<file path="config.mk">
export PLATFORM = sky130hd
export DESIGN_NAME = cb_config_loader
export DESIGN_NICKNAME = d
export VERILOG_FILES = /design/src/rtl/cb_config_loader.sv
export SDC_FILE = /design/constraint.sdc
export NUM_CORES = 1
export LEC_CHECK = 0
export CORE_MARGIN = 2
export CORE_UTILIZATION = 35
export CTS_BUF_LIST = sky130_fd_sc_hd__clkbuf_4
export DETAILED_ROUTE_END_ITERATION = 7
export GPL_TIMING_DRIVEN = 1
export PLACE_DENSITY = 0.68
export SKIP_CTS_REPAIR_TIMING = 1
export SKIP_LAST_GASP = 1
export SLEW_MARGIN = 15
export SYNTH_ARGS = -nofsm -noshare
export SYNTH_HDL_FRONTEND = slang
export SYNTH_SLANG_ARGS = --single-unit
export TNS_END_PERCENT = 30
</file>
<file path="constraint.sdc">
create_clock -name clb_clk -period 1.4 [get_ports clb_clk]
set_input_delay 0.28 -clock clb_clk [delete_from_list [all_inputs] [get_ports clb_clk]]
set_output_delay 0.28 -clock clb_clk [all_outputs]
set_load 0.01 [all_outputs]
</file>
<file path="src/rtl/cb_config_loader.sv">
// Bit-serial configuration loader for the connection-block tile: shifts a frame into a shadow
// register and commits it atomically to prog. Optional CRC-8 trailer check under CB_CFG_CRC_EN.
module cb_config_loader #(
  parameter int PROG_W = 69,
  parameter int CRC_W  = 8
) (
  input  logic              clb_clk,
  input  logic              clb_rst_n,
  input  logic              cfg_start,
  input  logic              cfg_valid,
  input  logic              cfg_bit,
  output logic              cfg_ready,
  output logic [PROG_W-1:0] prog,
  output logic              prog_valid,
  output logic              cfg_busy,
  output logic              cfg_done,
  output logic              cfg_err
);

`ifdef CB_CFG_CRC_EN
  localparam int CRC_EN = 1;
`else
  localparam int CRC_EN = 0;
`endif
  localparam int         FRAME_W  = PROG_W + CRC_EN * CRC_W;
  localparam logic [6:0] LAST_CNT = 7'(FRAME_W - 1);
  localparam logic [6:0] DATA_CNT = 7'(PROG_W);

  typedef enum logic [1:0] {IDLE, SHIFT, CHECK} state_t;

  state_t            state, state_nxt;
  logic [6:0]        cnt;
  logic [PROG_W-1:0] shadow;
  logic              clear, accept, last_bit, commit;

  // A start pulse wins over a bit offered in the same cycle.
  assign clear    = cfg_start && (state != CHECK);
  assign accept   = cfg_valid && cfg_ready && !cfg_start;
  assign last_bit = accept && (cnt == LAST_CNT);

  always_comb begin
    state_nxt = state;
    case (state)
      IDLE:    if (cfg_start) state_nxt = SHIFT;
      SHIFT:   if (last_bit) state_nxt = CHECK;
      CHECK:   state_nxt = IDLE;
      default: state_nxt = IDLE;
    endcase
  end

`ifdef CB_CFG_CRC_EN
  localparam logic [CRC_W-1:0] POLY = CRC_W'(8'h07);

  logic [CRC_W-1:0] crc, rx_crc;
  logic             fb;

  assign fb     = crc[CRC_W-1] ^ cfg_bit;
  assign commit = (state == CHECK) && (crc == rx_crc);

  always_ff @(posedge clb_clk or negedge clb_rst_n) begin
    if (!clb_rst_n) begin
      crc     <= '0;
      rx_crc  <= '0;
      cfg_err <= 1'b0;
    end else begin
      cfg_err <= (state == CHECK) && (crc != rx_crc);
      if (clear) begin
        crc    <= '0;
        rx_crc <= '0;
      end else if (accept) begin
        if (cnt < DATA_CNT) crc <= {crc[CRC_W-2:0], 1'b0} ^ (fb ? POLY : '0);
        else                rx_crc <= {rx_crc[CRC_W-2:0], cfg_bit};
      end
    end
  end
`else
  assign commit  = (state == CHECK);
  assign cfg_err = 1'b0;
`endif

  always_ff @(posedge clb_clk or negedge clb_rst_n) begin
    if (!clb_rst_n) begin
      state      <= IDLE;
      cnt        <= '0;
      shadow     <= '0;
      cfg_ready  <= 1'b0;
      cfg_busy   <= 1'b0;
      prog       <= '0;
      prog_valid <= 1'b0;
      cfg_done   <= 1'b0;
    end else begin
      state     <= state_nxt;
      cfg_ready <= (state_nxt == SHIFT);
      cfg_busy  <= (state_nxt != IDLE);
      cfg_done  <= commit;
      if (clear) begin
        cnt    <= '0;
        shadow <= '0;
      end else if (accept) begin
        cnt <= cnt + 7'd1;
        // First data bit ends up in the MSB of prog.
        if (cnt < DATA_CNT) shadow <= {shadow[PROG_W-2:0], cfg_bit};
      end
      if (commit) begin
        prog       <= shadow;
        prog_valid <= 1'b1;
      end
    end
  end

endmodule

</file>
# --- Word-level counts from Yosys, hierarchy flattened ---
# Index checks and enable logic that the tools add are counted.
# Widths: inputs -> output; s select.
word_totals:
  regBits: 151
  input_bits: 5
  output_inout_bits: 74
  elab_cells: 33
classes:
  order_cmp: 1
  add_sub_neg: 1
  mux: 8
  n_reduce_logical: 10
  n_eq_ne: 5
ops:
  columns: ["operator", "count"]
  rows:
  - ["$mux 69", 3]
  - ["$mux 7", 2]
  - ["$add 7x1->7 const B", 1]
  - ["$eq 7x7->1 const B", 1]
  - ["$lt 7x7->1 const B", 1]
  - ["$reduce_bool 2->1", 3]
  - ["$eq 2x1->1 const B", 2]
  - ["$logic_and 1x1->1", 4]
  - ["$mux 2", 2]
  - ["$pmux 2 s2", 1]
  - ["$eq 2x2->1 const B", 1]
  - ["$logic_not 2->1", 1]
  - ["$ne 2x2->1 const B", 1]
  - ["$reduce_and 2->1", 1]
  - ["$logic_not 1->1", 1]

# --- Logic depth before layout (Yosys ltp) ---
logic_depth:
  ltp_word: 6
  depth_mapped: 7
  ltp_nobuf: 4

# --- Least setup slack after synthesis ---
# No wires, ideal clock.
synth_path:
  path_kind: "reg2reg"
  from: "register cfg_ready"
  to: "register shadow[0]"
  arrival_ps: 1350
  setup_ps: 128
  setup_slack_ps: -78
  path_buffers: 3
  period_less_slack_ps: 1478
  stages_incl_launch_ff: 7
  required_ps: 1272
  cell_sequence: "dfrtp_1 and3b_1 buf_6 o211ai_2 buf_6 buf_6 mux2_1"
synth_between:
  elab_chain_cells: 4
synth_rtl:
  columns: ["item", "line_no", "text"]
  rows:
  - ["from (decl)", "12", "output logic cfg_ready,"]
  - ["from (signal assigned)", "93", "cfg_ready <= (state_nxt == SHIFT);"]
  - ["$logic_and 1x1->1 (2 in a row)", "38", "assign accept = cfg_valid && cfg_ready && !cfg_start;"]
  - ["$reduce_bool 2->1 (no source line)", null, null]
  - ["$reduce_and 2->1 (no source line)", null, null]
  - ["to (signal assigned)", "102", "if (cnt < DATA_CNT) shadow <= {shadow[PROG_W-2:0], cfg_bit};"]
  - ["to (decl)", "33", "logic [PROG_W-1:0] shadow;"]
# No other way between the ends.
# A chain may end at the register's enable or synchronous reset.

# --- Worst setup path in the final report ---
layout_path:
  from: "register cnt[4]"
  to: "register shadow[53]"
layout_between:
  elab_chain_cells: 3
layout_rtl:
  columns: ["item", "line_no", "text"]
  rows:
  - ["from (decl)", "32", "logic [6:0] cnt;"]
  - ["from (signal assigned)", "100", "cnt <= cnt + 7'd1;"]
  - ["$lt 7x7->1", "102", null]
  - ["$reduce_bool 2->1 (no source line)", null, null]
  - ["$reduce_and 2->1 (no source line)", null, null]
# No other way between the ends.

==> flow_summary.json <==
{
  "p_leak_uw": 0.00432,
  "fin_area_sq_um": 7800,
  "ir_drop_mv": 0.414,
  "dieArea_sq_um": 18700,
  "crit_chain": "nor3_2 -> buf_4 -> o211ai_4 -> buf_6 -> clkbuf_16 -> mux2i_1",
  "wirelength_mm": 13.6,
  "cpPeakStageDelay_ps": 400,
  "synthCells": 576,
  "grt_max_degree": 75,
  "drt_iter0_drc": 221,
  "cp_top_family": "buffers and inverters",
  "yosys.area.top_type": "dfrtp_1",
  "gp_congestion": 0.756,
  "cts.sinks": 151,
  "synth_most_common_cell": "dfrtp_1",
  "critPathCaptureType": "register",
  "drv_slew": 0,
  "placed_area_sq_um": 7380,
  "failed_checks": "setup timing",
  "finalSetupViolCount": 54,
  "synth_commonest_cells": "dfrtp_1, o21ai_0, nand2_1",
  "rsz0062_at_grt": "yes",
  "finalCritPeriodShare_pct": 105,
  "cp.arrival_ps": 1940,
  "r2r-end": "shadow[53]",
  "maxCapViolCount": 0,
  "hold_class": "in -> async",
  "areaGrowthSynthToFinish_pct": 26.6,
  "r2r_cells": 6,
  "clk_latency_ps": 550,
  "r2r_slack_ps": -70,
  "path_class": "reg -> reg",
  "reg2reg_from": "cnt[4]",
  "htree_levels": 4,
  "fmax_ghz": 0.680,
  "grt_pass1_vias": 4454,
  "path_max_fanout": 16,
  "worst_slack_ps": -70.5,
  "slew_headroom_pct": 66.2,
  "hpwlAfterDp_mm": 8.51,
  "synth-edff-count": 0,
  "grt_pass1_wl_mm": 21.4,
  "final-hold-violation-count": 0,
  "post-place-ws_ps": -360,
  "routedWlPerCell_um": 14.7,
  "synth_ff_type": "dfrtp_1",
  "grt.total_usage_pct": 14.7,
  "die_w_um": 137,
  "setup_tns_ps": -1260,
  "status": "complete, but fails checks",
  "dr.pass1.iters": 4,
  "fill_cells": 1587,
  "synth_cell_types": 31,
  "clkTransAtPathRegs_ps": 140,
  "yosysSeqAreaShare_pct": 61.3,
  "critPathLaunchType": "register",
  "p_per_area_nw_per_um2": 899,
  "antenna_cells": 0,
  "p_total_uw": 7010,
  "drive_gt1_share_pct": 19.8,
  "syn_area_sq_um": 6160,
  "yosys_warnings": 0,
  "syn_nets": 583,
  "clockBufferDepth": 2,
  "dieHeight_um": 137,
  "io_pins": 79,
  "core-area_sq_um": 17200,
  "port_buffers": 77,
  "async_reset_ff_share_pct": 100,
  "route.detailed.drc": 0,
  "cts_tree": "built",
  "required_ps": 1870,
  "min_period_ps": 1470,
  "crit_buf_inv": 3,
  "antenna_found_initial": 0,
  "overflow": 0,
  "vias": 4447,
  "start_util_pct": 35.7,
  "viasPerCell": 4.80,
  "root_buffer": "clkbuf_4",
  "placementRows": 48,
  "avgSynthCellArea_sq_um": 10.7,
  "ys_ff_latch": 151,
  "cts_made_buffers": 17,
  "synth_top_area_share_pct": 61.3,
  "synth_area_leaders": "dfrtp_1, mux2i_1, o21ai_0",
  "worst_pin_slew_ps": 507,
  "final_nets": 697,
  "postRouteAntennaNets": 0,
  "fin_worst_skew_ps": 22.6,
  "cp_slowest_cell": "dfrtp_1"
}
==> stage by stage <==
step	util (%)	std cells	hold WS (ps)
finish	45.2	927	230
global route	45.2	927	222
CTS	44.1	897	-385
detailed placement	42.8	866	264
global placement	42.8	866	257
floorplan	-	576	-15.6
==> flip-flops by register name (all words and copies together) (netlist names) <==
register / cells
prog: 69
shadow: 69
cnt: 7
state: 2
cfg_busy: 1
cfg_done: 1
cfg_ready: 1
prog_valid: 1
==> cell families (layout without fill, tap and decap cells) <==
| family | Yosys count | in the layout | share of synthesized area, % |
|---|---|---|---|
| and+or+nand+nor | 86 | 86 | 5.77 |
| AOI/OAI and AO/OA | 150 | 150 | 12.7 |
| DFF | 151 | 151 | 61.3 |
| buffers and inverters | 113 | 239 | 7.78 |
| muxes | 73 | 73 | 11.9 |
| other | 1 | 1 | 0.0609 |
| adders and majority gates | 2 | 2 | 0.406 |
==> routing by layer <==
metal  global-route usage (%)  wire length, um
met5                        0                0
met4                     4.40              121
met3                     4.48              665
met2                     23.9             6650
met1                     19.0             6200
==> layout by cell type (no fill, tap or decap), types with 2 or more instances in the layout <==
cell type / synthesis / layout
dlymetal6s2s_1: 0 / 30
nor2_1: 2 / 2
a21oi_1: 2 / 2
clkinv_1: 1 / 2
buf_6: 4 / 6
mux2i_1: 71 / 69
inv_2: 0 / 2
o21ai_0: 139 / 139
mux2i_2: 0 / 2
ha_1: 2 / 2
buf_12: 0 / 11
clkinvlp_4: 0 / 4
o31ai_1: 2 / 2
clkbuf_16: 0 / 4
nand2_1: 74 / 74
clkbuf_4: 0 / 18
clkinv_2: 0 / 4
inv_1: 72 / 71
a311oi_1: 2 / 2
inv_6: 0 / 2
clkdlybuf4s50_1: 0 / 3
nand4_1: 2 / 2
clkbuf_2: 0 / 40
o221ai_1: 2 / 2
dfrtp_1: 151 / 151
buf_4: 6 / 39
==> worst max-delay path by stage <==
stage / startpoint / end / slack (ps) / cells after the start
final: cnt[4] / shadow[53] / -70 / 6
after global routing: cnt[5] / shadow[53] / -150 / 6
after CTS: prog[68] / prog[68] / -490 / 1
after detailed placement: cfg_start / shadow[56] / -360 / 5
after global placement: cfg_start / shadow[36] / -300 / 5
after floorplan: cfg_ready / shadow[0] / -60 / 6
==> area by class of cell <==
type	instances	area, sq um	area share (%)
flip-flops and latches	151	3780	48.5
clock buffers	18	135	1.73
repair buffers	135	1310	16.8
inverters	73	274	3.51
well taps	225	282	3.61
multi-input cells	312	1930	24.8
clock inverters	13	83.8	1.07
==> worst reg2reg max path: stages, from the launching register on <==
cell and delay (ps):
dfrtp_1 400, nor3_2 60, buf_4 140, o211ai_4 190, buf_6 170, clkbuf_16 210
mux2i_1 220
==> power by group <==
group          internal (uW)  leakage [uW]  switching (uW)
Combinational            171       0.00212             232
Clock                    696      0.000115            1530
Sequential              4370       0.00209            5.94
Note: power is estimated with default switching activity, not from simulation.
